File: config.mk
export PLATFORM = sky130hd
export DESIGN_NAME = sequence_generator
export DESIGN_NICKNAME = d
export VERILOG_FILES = /design/src/rtl/sequence_generator.sv
export SDC_FILE = /design/constraint.sdc
export NUM_CORES = 1
export LEC_CHECK = 0
export CAP_MARGIN = 10
export CORE_ASPECT_RATIO = 0.7
export CORE_UTILIZATION = 25
export DETAILED_ROUTE_END_ITERATION = 10
export RECOVER_POWER = 100
export REMOVE_ABC_BUFFERS = 1
export SLEW_MARGIN = 20
export SYNTH_ARGS = -nofsm -noshare
export SYNTH_HDL_FRONTEND = slang
export SYNTH_SLANG_ARGS = --single-unit
File: constraint.sdc
create_clock -name clk -period 3.4 [get_ports clk]
set_clock_uncertainty 0.05 [all_clocks]
set_input_delay 0.68 -clock clk [delete_from_list [all_inputs] [get_ports clk]]
set_output_delay 0.68 -clock clk [all_outputs]
set_load 0.01 [all_outputs]
File: src/rtl/sequence_generator.sv
// Serial test-pattern transmitter: synchronized, debounced push-button steps
// shift a loaded pattern out MSB-first, single-shot or looping.
module sequence_generator #(
    parameter int PATTERN_W       = 16,
    parameter int LEN_W           = $clog2(PATTERN_W + 1),
    parameter int DEBOUNCE_CYCLES = 500000
) (
    input  logic                 clk,
    input  logic                 reset,
    input  logic                 step_raw,
    input  logic                 load,
    input  logic [PATTERN_W-1:0] pattern_in,
    input  logic [LEN_W-1:0]     len_in,
    input  logic                 loop,
    output logic                 bit_out,
    output logic                 bit_strobe,
    output logic [LEN_W-1:0]     bit_index,
    output logic                 busy,
    output logic                 done
);

    localparam int CNT_W = (DEBOUNCE_CYCLES > 1) ? $clog2(DEBOUNCE_CYCLES) : 1;
    localparam logic [CNT_W-1:0] DB_LAST = CNT_W'(DEBOUNCE_CYCLES - 1);
    localparam logic [LEN_W-1:0] LEN_MAX = LEN_W'(PATTERN_W);

    typedef enum logic [1:0] {
        S_IDLE,
        S_READY,
        S_RUN,
        S_DONE
    } state_t;

    logic [1:0]       sync_q;
    logic [CNT_W-1:0] db_cnt;
    logic             db_level;
    logic             db_level_d;
    logic             step;

    state_t               state_q, state_n;
    logic [PATTERN_W-1:0] pat_q, pat_n;
    logic [LEN_W-1:0]     len_q, len_n;
    logic [LEN_W-1:0]     idx_q, idx_n;
    logic                 bit_q, bit_n;
    logic                 strobe_q, strobe_n;
    logic [LEN_W-1:0]     sel;
    logic [PATTERN_W-1:0] pat_shift;
    logic                 len_ok;

    // Debounce: level only follows the sample after DEBOUNCE_CYCLES consecutive disagreeing samples
    always_ff @(posedge clk or posedge reset) begin
        if (reset) begin
            sync_q     <= '0;
            db_cnt     <= '0;
            db_level   <= 1'b0;
            db_level_d <= 1'b0;
        end else begin
            sync_q     <= {sync_q[0], step_raw};
            db_level_d <= db_level;
            if (sync_q[1] == db_level) begin
                db_cnt <= '0;
            end else if (db_cnt == DB_LAST) begin
                db_level <= sync_q[1];
                db_cnt   <= '0;
            end else begin
                db_cnt <= db_cnt + CNT_W'(1);
            end
        end
    end

    assign step = db_level & ~db_level_d;

    always_ff @(posedge clk or posedge reset) begin
        if (reset) begin
            state_q  <= S_IDLE;
            pat_q    <= '0;
            len_q    <= '0;
            idx_q    <= '0;
            bit_q    <= 1'b0;
            strobe_q <= 1'b0;
        end else begin
            state_q  <= state_n;
            pat_q    <= pat_n;
            len_q    <= len_n;
            idx_q    <= idx_n;
            bit_q    <= bit_n;
            strobe_q <= strobe_n;
        end
    end

    assign len_ok    = (len_in != '0) && (len_in <= LEN_MAX);
    assign sel       = len_q - idx_q - LEN_W'(1);
    assign pat_shift = pat_q >> sel;

    always_comb begin
        state_n  = state_q;
        pat_n    = pat_q;
        len_n    = len_q;
        idx_n    = idx_q;
        bit_n    = bit_q;
        strobe_n = 1'b0;

        // A valid load always takes priority and swallows any coincident step
        if (load && len_ok) begin
            pat_n   = pattern_in;
            len_n   = len_in;
            idx_n   = '0;
            bit_n   = 1'b0;
            state_n = S_READY;
        end else if (step && (state_q == S_READY || state_q == S_RUN)) begin
            bit_n    = pat_shift[0];
            strobe_n = 1'b1;
            if (idx_q + LEN_W'(1) == len_q) begin
                if (loop) begin
                    idx_n   = '0;
                    state_n = S_RUN;
                end else begin
                    idx_n   = len_q;
                    state_n = S_DONE;
                end
            end else begin
                idx_n   = idx_q + LEN_W'(1);
                state_n = S_RUN;
            end
        end
    end

    assign bit_out    = bit_q;
    assign bit_strobe = strobe_q;
    assign bit_index  = idx_q;
    assign busy       = (state_q == S_READY) || (state_q == S_RUN);
    assign done       = (state_q == S_DONE);

endmodule

# Yosys cells after proc, flatten, opt, wreduce, memory -nomap -nowiden
# Cells that the tools add are included.
totals:
  register_bits: 53
  out_inout_bits: 9
  inputBits: 26
classes:
  shift: 1
  add_sub_neg: 4
  n_mux: 14
  n_eq_ne: 6
  bitwise_logic: 3
  n_lt_le_gt_ge: 1
  n_reduce_logical: 7
ops:
  columns: ["operator", "n"]
  rows:
  - ["19-bit 2-to-1 mux", 2]
  - ["5-bit 2-to-1 mux", 4]
  - ["19-bit by 1-bit adder with 19-bit output, second input constant", 1]
  - ["19-bit == test, second input constant", 1]
  - ["16-bit by 5-bit >> shifter with 1-bit output", 1]
  - ["2-bit 2-to-1 mux", 3]
  - ["5-bit by 1-bit adder with 5-bit output, second input constant", 1]
  - ["5-bit == test", 1]
  - ["5-bit <= comparator, second input constant", 1]
  - ["1-bit 2-to-1 mux", 5]
  - ["5-bit nonzero test", 1]
  - ["5-bit by 1-bit subtractor with 5-bit output, second input constant", 1]
  - ["5-bit subtractor", 1]
  - ["2-bit == test, second input constant", 2]
  - ["1-bit logical AND", 3]
  - ["2-bit by 1-bit == test with 1-bit output, second input constant", 1]
  - ["1-bit NOT", 2]
  - ["2-bit AND reduction", 1]
  - ["2-bit nonzero test", 1]
  - ["1-bit bitwise AND", 1]
  - ["1-bit == test", 1]
  - ["1-bit logical OR", 1]

# Logic depth before layout (Yosys ltp)
# Gate-level depths: netlist of run 1.
logic_depth:
  word_depth: 5
  depth_mapped: 8

# Worst setup path before layout of run 1
# No wires, ideal clock.
synth_path:
  path_kind: "register -> register"
  start: "register idx_q[0], in the netlist bit_index[0]"
  end: "register bit_q, in the netlist bit_out"
  setup_time_ns: 0.124
  t_required_ns: 3.226
  path_slack_ns: 1.105
  arrival_ns: 2.121
  stages_incl_launch_ff: 8
  period_less_slack_ns: 2.295
  cell_sequence: "dfrtp_1 inv_1 ha_1 fa_1 mux4_2 mux2i_1 mux2_2 o31ai_2"
synth_between:
  elab_chain_cells: 5
synth_lines:
  columns: ["element", "line_no", "source"]
  rows:
  - ["from (decl)", "42", "logic [LEN_W-1:0] idx_q, idx_n;"]
  - ["from (signal assigned)", "84", "idx_q <= idx_n;"]
  - ["5-bit subtractor", "91", "assign sel = len_q - idx_q - LEN_W'(1);"]
  - ["5-bit by 1-bit subtractor with 5-bit output", "91", null]
  - ["16-bit by 5-bit >> shifter with 1-bit output", "92", "assign pat_shift = pat_q >> sel;"]
  - ["1-bit 2-to-1 mux", "109", "end else if (step && (state_q == S_READY || state_q == S_RUN)) begin"]
  - ["1-bit 2-to-1 mux", "103", "if (load && len_ok) begin"]
  - ["to (signal assigned)", "85", "bit_q <= bit_n;"]
  - ["to (decl)", "43", "logic bit_q, bit_n;"]
# No other way between the ends. The select of a mux whose other input is x is not followed.
# A chain may end at the register's enable or synchronous reset.

# Worst setup path after layout of run 1
layout_path:
  start: "input port len_in[3]"
  end: "register idx_q[2], in the netlist bit_index[2]"
layout_between:
  elab_chain_cells: 4
  word_cells_on_any_way: 6
layout_lines:
  columns: ["element", "line_no", "source"]
  rows:
  - ["from (decl)", "13", "input logic [LEN_W-1:0] len_in,"]
  - ["5-bit <= comparator / 5-bit nonzero test (equally long branches)", "90", "assign len_ok = (len_in != '0) && (len_in <= LEN_MAX);"]
  - ["1-bit logical AND (*)", "90", null]
  - ["1-bit logical AND (*)", "103", null]
  - ["5-bit 2-to-1 mux / 2-bit nonzero test (equally long branches)", null, null]
# Mark *: on every way between the ends. The rest lies on a longest branch, timed or not.

==> results by group, run 1 <==
Setup path
  – Worst Path Buf+Inv: 2
  – Critical path origin: len_in[3]
  – Crit path cell chain: dlygate4sd3_1 > nor4_1 > xnor2_1 > and2_0 > clkbuf_2 > o311ai_0
  – R2R Path Start: bit_index[0]
  – CP max stage delay: 550 ps
  – Worst EP required: 3530 ps
  – Critical path launch point type: primary input
  – Crit. End Element: register
  – Crit-path max FO: 23
  – Slowest-stage cell, CP: dlygate4sd3_1
  – WP data arrival: 2870 ps
  – Delay-heaviest family, CP: buffers and inverters
  – Worst setup path class: in -> reg

Synthesis
  – Count of cell types in the netlist: 53
  – #FFs+latches synth: 53
  – Yosys warns: 0
  – Mapped Area: 2820 µm²
  – Syn_area_per_cell: 10.1 µm²
  – Cells after Synth: 279
  – Sequential area share after synthesis: 47.0%

Route
  – TritonRoute pass-1 iters: 7
  – 1st-iter DRT viols: 153
  – Routed WL per cell: 12.3 µm
  – DRC viols: 1
  – Routed Antenna Nets: 0
  – Vias per cell: 4.38
  – DR vias: 2052
  – Drt total wl: 5780 µm

Pwr
  – PD cells: 452 nW/µm²
  – Peak supply drop: 0.214 mV
  – Pwr Total: 1560 µW
  – P_leak: 0.00156 µW

Clock network
  – Worst skew pair latency: 290 ps
  – CTS tree: yes
  – Clock root buffer: clkbuf_16
  – Clock buffer depth: 2
  – CTS sink cnt: 53
  – Post-CTS Setup Bufs: 0
  – CTS Hold Bufs: 0
  – Clock Pin Slew Worst Setup and Hold Paths: 70 ps
  – Max H-tree Level: 2
  – CTS Buf Count: 5
  – Post-cts resize count: 0

Global route
  – Largest net degree at the start of global routing: 54
  – Vias in the first global route: 2142
  – GRT Residual Overflow: 0
  – GRT Total Usage: 11.2%
  – First-pass GRT wire length: 10500 µm
  – Initial antenna violation count: 0

Timing
  – Period Utilization, post-route: 80.4%
  – Post-route minimum period: 2740 ps
  – Final slew viol count: 0
  – Achievable Freq: 366 MHz
  – Tightest Pin Transition: 1300 ps
  – Final-report hold violation count: 0
  – Setup TNS: 0 ps
  – RSZ-0062 raised after global routing: no
  – Max_slew headroom: 13.0%
  – Endpoints failing setup: 0

Job
  – Max-Cap Viols: 0

Worst hold path
  – Hold_sp: sync_q[0]
  – Hold Crit Class: reg -> reg

Placed design
  – Gpl congestion: 0.799
  – Port bufs: 34
  – DP HPWL: 4140 µm

Final layout
  – P&R area growth vs syn: 22.5%
  – Fill cells: 1142
  – ANT cells: 0
  – Fin nets: 349
  – Layout cells sized above 1: 8.54%

Outcome
  – Status: finished, violations left
  – Failing checks: DRC

Floorplan
  – Rows: 32
  – Die footprint: 11700 µm²
  – CORE AREA: 11000 µm²
  – Die H: 90.9 µm
  – Die X: 129 µm
  – IO Pins: 35
  – Starting Density: 25.6%
==> cells in the mapped netlist (all sizes together) <==
library cell / count / share of area (%)
nand2: 72 / 9.9
dfrtp: 53 / 47
nor2: 26 / 3.5
xnor2: 14 / 4.6
xor2: 12 / 4.3
a21oi: 11 / 2.1
inv: 9 / 1.2
nand3: 9 / 1.8
buf: 8 / 2.3
ha: 7 / 3.1
and4: 5 / 1.6
mux2i: 5 / 1.8
mux4: 4 / 3.6
nand4: 4 / 1.1
nor3: 4 / 1.3
o21ai: 4 / 0.71
mux2: 3 / 1.3
or3: 3 / 0.66
a21o: 2 / 0.53
and2: 2 / 0.49
and3: 2 / 0.44
nand3b: 2 / 0.53
nor2b: 2 / 0.44
nor4: 2 / 0.66
o31ai: 2 / 0.71
a21bo: 1 / 0.35
a311oi: 1 / 0.31
a32oi: 1 / 0.31
a41oi: 1 / 0.31
and3b: 1 / 0.31
fa: 1 / 0.71
nand2b: 1 / 0.22
nand4b: 1 / 0.31
nor4b: 1 / 0.31
o311ai: 1 / 0.58
o32ai: 1 / 0.58
or2: 1 / 0.22
==> area by class of cell <==
class | instances | area, µm² | area share (%)
multi-input cells | 209 | 1370 | 39.7
clock inverters | 2 | 37.5 | 1.09
repair buffers | 37 | 358 | 10.3
inverters | 9 | 33.8 | 0.977
flip-flops and latches | 53 | 1330 | 38.4
well taps | 153 | 191 | 5.54
clock buffers | 6 | 139 | 4.02
==> report_power, final <==
| part | leakage (µW) | switching [µW] | internal, µW | total, µW |
|---|---|---|---|---|
| registers | 0.000692 | 33.6 | 671 | 705 |
| clock network | 0.0000831 | 231 | 368 | 599 |
| logic | 0.000783 | 126 | 134 | 260 |
==> registers in the layout (all words and copies together) (netlist names) <==
register    count
db_level_d      1
sync_q          2
db_cnt         19
bit_strobe      1
db_level        1
len_q           5
bit_index       5
pat_q          16
state_q         2
bit_out         1
==> metal layers <==
metal / GRT usage (%) / part of all wire [%] / vias to the layer above
li1: - / - / 1012
met1: 17.1 / 52 / 987
met2: 16.0 / 42 / 51
met3: 2.31 / 5.5 / 2
met4: 2.55 / 0.36 / 0
met5: 0 / 0 / -
==> logic make-up (layout without fill, tap and decap cells) <==
| group | count (synthesis) | after routing | synth area share [%] |
|---|---|---|---|
| flops | 53 | 53 | 47.0 |
| mux | 12 | 12 | 6.69 |
| xor+xnor | 26 | 26 | 8.87 |
| compound gates | 25 | 25 | 6.47 |
| fa+ha+maj | 8 | 8 | 3.81 |
| buf+inv | 17 | 54 | 3.46 |
| simple gates | 138 | 138 | 23.7 |
==> final timing paths <==
| path | endpoint | slack, ps | depth (start not counted) |
|---|---|---|---|
| min in group asynchronous | db_cnt[3] | 1220 | 3 |
| min | sync_q[1] | 310 | 0 |
| min reg2reg | sync_q[1] | 310 | 0 |
| max reg2reg | bit_out | 940 | 7 |
| max in group asynchronous | pat_q[12] | 1280 | 3 |
| max | bit_index[2] | 660 | 6 |
==> cells in the final DEF, fill, tap and decap left out, types with 2 or more instances in the layout <==
| cell | Yosys | layout |
|---|---|---|
| ha_1 | 7 | 7 |
| xor2_2 | 2 | 2 |
| nor2_1 | 26 | 26 |
| nor2b_1 | 2 | 2 |
| a21oi_1 | 10 | 10 |
| xnor2_1 | 13 | 13 |
| nor3_1 | 2 | 2 |
| nand2_1 | 70 | 70 |
| and3_1 | 2 | 2 |
| dfrtp_1 | 53 | 53 |
| and4_1 | 5 | 5 |
| clkbuf_16 | 0 | 5 |
| mux2_2 | 2 | 2 |
| clkdlybuf4s50_1 | 0 | 22 |
| nand4_1 | 3 | 3 |
| a21o_1 | 2 | 2 |
| mux4_1 | 3 | 3 |
| xor2_1 | 10 | 10 |
| or3_1 | 3 | 3 |
| clkbuf_2 | 0 | 2 |
| inv_1 | 9 | 8 |
| nor4_1 | 1 | 2 |
| o31ai_1 | 1 | 2 |
| nand3_1 | 8 | 8 |
| o21ai_0 | 4 | 4 |
| dlygate4sd3_1 | 0 | 12 |
| nand3b_1 | 2 | 2 |
| mux2i_1 | 5 | 5 |
==> worst register-to-register path, stage by stage, from the launching register on <==
cell and delay [ps]:
dfrtp_1 470, inv_1 80, ha_1 240, fa_1 610, mux4_2 530, mux2i_1 130
mux2_2 180, o31ai_1 80
==> per-stage QoR <==
stage	cells	setup WS, ps	util (%)	instance area [µm²]	hold WS, ps
after floorplan	271	1100	-	2760	281
after global placement	461	864	30.1	3310	289
after detailed placement	461	781	30.1	3310	292
after CTS	469	919	31.7	3490	308
after global routing	469	401	31.4	3460	320
final	469	665	31.4	3460	305
(Power assumes the default switching activity.)
==> run 2, diff against run 1 <==
==> constraint.sdc (replaced) <==
create_clock -name clk -period 2.7 [get_ports clk]
set_clock_uncertainty 0.05 [all_clocks]
set_input_delay 0.54 -clock clk [delete_from_list [all_inputs] [get_ports clk]]
set_output_delay 0.54 -clock clk [all_outputs]
set_load 0.01 [all_outputs]
==> run 2 against run 1 <==
- the run now ends clean
- combinational power is 25% higher
- setup slack lost 390 ps
- sequential share of layout area grew 0.083 points
- worst hold slack worse by 3.9 ps
- largest cell class unchanged
- highest routed layer unchanged
==> results by group, run 2 (synthesis gave the netlist of run 1 again) <==
Route
  – Drt total wl: 5710 µm (-1.1%)
  – DRC viols: 0 (-1)
  – DR vias: 2020 (-1.6%)
  – Vias per cell: 4.30 (-1.8%)
  – Routed Antenna Nets: 0 (unchanged)
  – TritonRoute pass-1 iters: 6 (-1)
  – Routed WL per cell: 12.2 µm (-1.3%)
  – 1st-iter DRT viols: 96 (-37%)

Clock network
  – CTS tree: yes
  – Max H-tree Level: 2 (unchanged)
  – CTS sink cnt: 53 (unchanged)
  – Clock root buffer: clkbuf_16
  – Post-CTS Setup Bufs: 0 (unchanged)
  – CTS Hold Bufs: 0 (unchanged)
  – Post-cts resize count: 0 (unchanged)
  – Worst skew pair latency: 290 ps (about the same)
  – Clock Pin Slew Worst Setup and Hold Paths: 70 ps (about the same)
  – CTS Buf Count: 5 (unchanged)
  – Clock buffer depth: 2 (unchanged)

Final layout
  – Largest register FFs: 19 (unchanged)
  – ANT cells: 0 (unchanged)
  – Commonest non-fill, non-tap cells in the layout: 71 x nand2_1, 53 x dfrtp_1, 26 x nor2_1
  – P&R area growth vs syn: 22.3%
  – Most common cell after layout, fill and taps aside: nand2_1
  – Largest regs: db_cnt x19, pat_q x16
  – Layout Utilization: 31.3% (-0.068 points)
  – Largest Register: db_cnt
  – Fin nets: 350 (+0.29%)
  – Layout cells sized above 1: 7.89% (-0.66 points)
  – Fill cells: 1129 (-1.1%)

Placed design
  – DP HPWL: 4180 µm (+1.0%)
  – Gpl congestion: 0.820 (+2.6%)
  – Port bufs: 34 (unchanged)

Worst hold path
  – Hold Crit Class: reg -> reg

Setup path
  – CP max stage delay: 550 ps (about the same)
  – Crit-path max FO: 7 (-70%)
  – WP data arrival: 2520 ps (-350 ps)
  – Setup slack, reg-to-reg: 280 ps (-660 ps)
  – Worst setup path class: in -> reg
  – Delay-heaviest family, CP: simple AND/OR/NAND/NOR gates
  – Worst Path Buf+Inv: 1 (-1)
  – Crit. End Element: register
  – Slowest-stage cell, CP: dlygate4sd3_1
  – Worst EP required: 2790 ps (-740 ps)
  – Critical path launch point type: primary input
  – Crit path cell chain: dlygate4sd3_1 > nor4_1 > xnor2_1 > nand2_1 > and4_1 > a32oi_1 > o311ai_0

Job
  – Max-Cap Viols: 0 (unchanged)

Global route
  – GRT Total Usage: 10.7% (-0.54 points)
  – Largest net degree at the start of global routing: 54 (unchanged)
  – GRT Residual Overflow: 0 (unchanged)
  – Initial antenna violation count: 0 (unchanged)
  – Vias in the first global route: 2001 (-6.6%)
  – First-pass GRT wire length: 10100 µm (-4.6%)

Pwr
  – P_leak: 0.00156 µW (about the same)
  – PD cells: 562 nW/µm² (+24%)
  – Peak supply drop: 0.279 mV (+30%)

Floorplan
  – Die X: 129 µm (unchanged)
  – Rows: 32 (unchanged)
  – Die H: 90.9 µm (unchanged)
  – CORE AREA: 11000 µm² (unchanged)
  – IO Pins: 35 (unchanged)
  – Die footprint: 11700 µm² (unchanged)
  – Starting Density: 25.6% (unchanged)

Timing
  – Setup TNS: 0 ps (unchanged)
  – Endpoints failing setup: 0 (unchanged)
  – Achievable Freq: 412 MHz
  – Tightest Pin Transition: 1290 ps (-19.2 ps)
  – Post-route minimum period: 2430 ps
  – WHS: 302 ps (-3.87 ps)
  – RSZ-0062 raised after global routing: no
  – Final-report hold violation count: 0 (unchanged)
  – Final slew viol count: 0 (unchanged)
  – Max_slew headroom: 14.3% (+1.3 points)
  – Period Utilization, post-route: 90.0%

Outcome
  – Status: finished clean
run 2: cell types whose count changed in the layout (fill, tap and decap cells not counted):
cell,previous run,this run
clkinv_4,0,1
clkbuf_8,1,0
nand2_1,70,71
nand2_2,1,0
clkbuf_1,0,2
clkinvlp_4,1,0
run 2: through the flow:
stage               power (µW)  cell area [µm²]  setup slack [ps]  cells
floorplan                 1130             2760               404    271
global placement          1230             3320               340    462
detailed placement        1240             3320               286    462
CTS                       1980             3490               264    470
global route              2040             3450              74.4    470
finish                    1940             3450               271    470
run 2: worst paths after layout:
path / from / cells after the start / endpoint
max: len_in[3] / 7 / bit_index[2]
min: sync_q[0] / 0 / sync_q[1]
max reg2reg: bit_index[0] / 7 / bit_out
min reg2reg: sync_q[0] / 0 / sync_q[1]
max in group asynchronous: reset / 3 / len_q[2]
min in group asynchronous: reset / 3 / db_cnt[2]
run 2: final cells by class:
| type | instances | area [µm²] | area share [%] |
|---|---|---|---|
| flip-flops and latches | 53 | 1330 | 38.4 |
| clock buffers | 6 | 129 | 3.73 |
| multi-input cells | 209 | 1370 | 39.7 |
| inverters | 9 | 33.8 | 0.979 |
| well taps | 153 | 191 | 5.55 |
| clock inverters | 2 | 38.8 | 1.12 |
| repair buffers | 38 | 362 | 10.5 |
run 2: power breakdown:
group	leakage [µW]	total, µW	switching, µW	internal (µW)
sequential	0.000692	890	44.2	846
clock	0.0000810	722	282	440
combinational	0.000783	326	158	168
run 2: routing by layer:
layer  share of wire (%)  vias to the layer above  wire [µm]  global-route usage (%)
li1                    -                     1011          -                       -
met1                  55                      976       3150                    16.3
met2                  41                       31       2360                    15.2
met3                 3.3                        2        186                    2.19
met4                0.18                        0         10                    2.35
met5                   0                        -          0                       0
run 2: worst reg2reg max path, delay by kind of cell (launching register included):
family          cells  cell delay [ps]
compound gates      1               60
fa+ha+maj           2              840
flops               1              440
buf+inv             1               70
mux                 3              840
==> run 3, diff against run 2 <==
==> constraint.sdc (replaced) <==
create_clock -name clk -period 2.6 [get_ports clk]
set_clock_uncertainty 0.05 [all_clocks]
set_input_delay 0.52 -clock clk [delete_from_list [all_inputs] [get_ports clk]]
set_output_delay 0.52 -clock clk [all_outputs]
set_load 0.01 [all_outputs]
==> run 3 against run 2 <==
- the flow now finishes with violations (DRC)
- via count decreased by 0.35%
- first-iteration DRC count increased by 8.3%
- flip-flop and latch count unchanged
- critical path depth unchanged
- worst hold slack got worse by 0.82 ps
- final area decreased by 1.3%
- critical path type is now reg -> reg
==> results by group, run 3 (synthesis gave the netlist of run 1 again) <==
Pwr
  – Sw Ratio: 25.0% (about the same)
  – Logic pwr share: 17.7% (+0.9 points)
  – Register share of total power: 49.7% (+3.8 points)
  – Clock Power Share: 32.6% (-4.6 points)
  – P_leak: 0.00154 µW (-1.1%)
  – PD cells: 546 nW/µm² (-2.8%)
  – Peak supply drop: 0.273 mV (-2.1%)
  – NetSw: 464 µW (-4.1%)
  – Pint: 1400 µW (-4.0%)

Timing
  – Max_slew headroom: 15.3% (+1.0 points)
  – Setup TNS: 0 ps (unchanged)
  – Final-report hold violation count: 0 (unchanged)
  – Tightest Pin Transition: 1270 ps (-15.6 ps)
  – Final slew viol count: 0 (unchanged)
  – RSZ-0062 raised after global routing: no
  – Post-route minimum period: 2420 ps
  – Period Utilization, post-route: 93.0%
  – WHS: 301 ps (-0.815 ps)
  – Endpoints failing setup: 0 (unchanged)
  – Achievable Freq: 413 MHz

Worst hold path
  – Hold Crit Class: reg -> reg
  – WHS Path Cells: 0 (unchanged)

Floorplan
  – IO Pins: 35 (unchanged)
  – Die X: 129 µm (unchanged)
  – CORE AREA: 11000 µm² (unchanged)
  – Die footprint: 11700 µm² (unchanged)
  – Die H: 90.9 µm (unchanged)
  – Rows: 32 (unchanged)
  – Starting Density: 25.6% (unchanged)

Route
  – DRC viols: 1 (+1)
  – DR vias: 2013 (-0.35%)
  – TritonRoute pass-1 iters: 7 (+1)
  – Routed WL per cell: 11.9 µm (-2.1%)
  – Vias per cell: 4.30 (about the same)
  – Drt total wl: 5570 µm (-2.5%)
  – 1st-iter DRT viols: 104 (+8.3%)
  – Routed Antenna Nets: 0 (unchanged)

Setup path
  – Worst reg2reg path depth: 7 (unchanged)
  – Crit path cell chain: inv_1 > ha_1 > fa_1 > mux4_2 > mux2i_1 > mux2_2 > o31ai_1
  – Setup slack, reg-to-reg: 180 ps (-100 ps)
  – Critical path launch point type: register
  – Slowest-stage cell, CP: fa_1
  – Worst setup path class: reg -> reg
  – CP max stage delay: 610 ps (+60 ps)
  – WP data arrival: 2530 ps (about the same)
  – Crit-path max FO: 6 (-1)
  – Crit. End Element: register
  – Worst EP required: 2710 ps (-80 ps)

Final layout
  – Largest register FFs: 19 (unchanged)
  – Largest Register: db_cnt
  – P&R area growth vs syn: 20.7%
  – Commonest non-fill, non-tap cells in the layout: 71 x nand2_1, 53 x dfrtp_1, 26 x nor2_1
  – Largest regs: db_cnt x19, pat_q x16
  – Most common cell after layout, fill and taps aside: nand2_1
  – Layout Utilization: 30.9% (-0.40 points)
  – Layout cells sized above 1: 7.62% (-0.27 points)
  – Fin nets: 350 (unchanged)
  – ANT cells: 0 (unchanged)

Global route
  – Vias in the first global route: 1883 (-5.9%)
  – Initial antenna violation count: 0 (unchanged)
  – First-pass GRT wire length: 9650 µm (-4.0%)
  – Met3 Resource Use GR: 2.25% (+0.059 points)
  – Met1 Use GR: 16.7% (+0.36 points)
  – GRT Residual Overflow: 0 (unchanged)
  – Gr busiest metal: met1
  – Largest net degree at the start of global routing: 54 (unchanged)
  – Met2 Usage GRT: 13.7% (-1.5 points)
  – GRT Total Usage: 10.3% (-0.37 points)

Placed design
  – Gpl congestion: 0.806 (-1.7%)
  – DP HPWL: 4170 µm (-0.31%)
  – Port bufs: 34 (unchanged)

Job
  – Max-Cap Viols: 0 (unchanged)

Outcome
  – Status: finished, violations left
  – Failing checks: DRC

Clock network
  – Clock root buffer: clkbuf_16
  – Clock buffer depth: 2 (unchanged)
  – Max H-tree Level: 2 (unchanged)
  – Post-cts resize count: 0 (unchanged)
  – Post-CTS Setup Bufs: 0 (unchanged)
  – CTS sink cnt: 53 (unchanged)
  – CTS tree: yes
  – CTS Buf Count: 5 (unchanged)
  – Worst skew pair latency: 280 ps (about the same)
  – CTS Hold Bufs: 0 (unchanged)
  – Clock Pin Slew Worst Setup and Hold Paths: 70 ps (about the same)
-- run 3: cell count changes in the layout (fill, tap and decap cells not counted), sizes merged --
cell,change
bufinv,-1
dlygate4sd3,-1
buf,-1
clkdlybuf4s50,+1
-- run 3: stage by stage --
| step | std cells | power (µW) | worst slack (ps) | instance area [µm²] |
|---|---|---|---|---|
| after floorplan | 271 | 1180 | 304 | 2760 |
| after global placement | 462 | 1280 | 244 | 3330 |
| after detailed placement | 462 | 1290 | 165 | 3330 |
| after CTS | 468 | 1910 | 163 | 3460 |
| after global routing | 468 | 1960 | 46.7 | 3410 |
| final | 468 | 1860 | 181 | 3410 |
-- run 3: final timing paths --
check | startpoint | endpoint
max in group asynchronous | reset | pat_q[15]
worst min-delay path | sync_q[0] | sync_q[1]
worst max-delay path | bit_index[0] | bit_out
worst max register to register | bit_index[0] | bit_out
min in group asynchronous | reset | db_cnt[3]
worst min register to register | sync_q[0] | sync_q[1]
-- run 3: area by class of cell --
cell class,instances,area [µm²]
well taps,153,191
flip-flops and latches,53,1330
clock inverters,1,5.00
repair buffers,38,359
inverters,9,33.8
multi-input cells,209,1370
clock buffers,5,125
fillers,1162,7600
-- run 3: power by group through the flow --
stage / clock [µW] / combinational, µW / sequential (µW)
after floorplan: 0 / 253 / 924
after global placement: 0 / 346 / 938
after detailed placement: 0 / 351 / 940
after CTS: 632 / 353 / 924
after global routing: 663 / 369 / 931
final: 607 / 329 / 924
-- run 3: routing by layer --
layer	vias up	wire length, µm	share of wire [%]
met4	0	21	0.38
met2	28	2220	40
met1	964	3160	57
li1	1019	-	-
met3	2	174	3.1
met5	-	0	0
-- run 3: worst max-delay path, delay by kind of cell (launching register included) --
family / cells / cell delay [ps]
multiplexers: 3 / 830
adder cells (fa/ha/maj): 2 / 830
flip-flops: 1 / 440
buffers and inverters: 1 / 70
AO/OA/AOI/OAI: 1 / 70
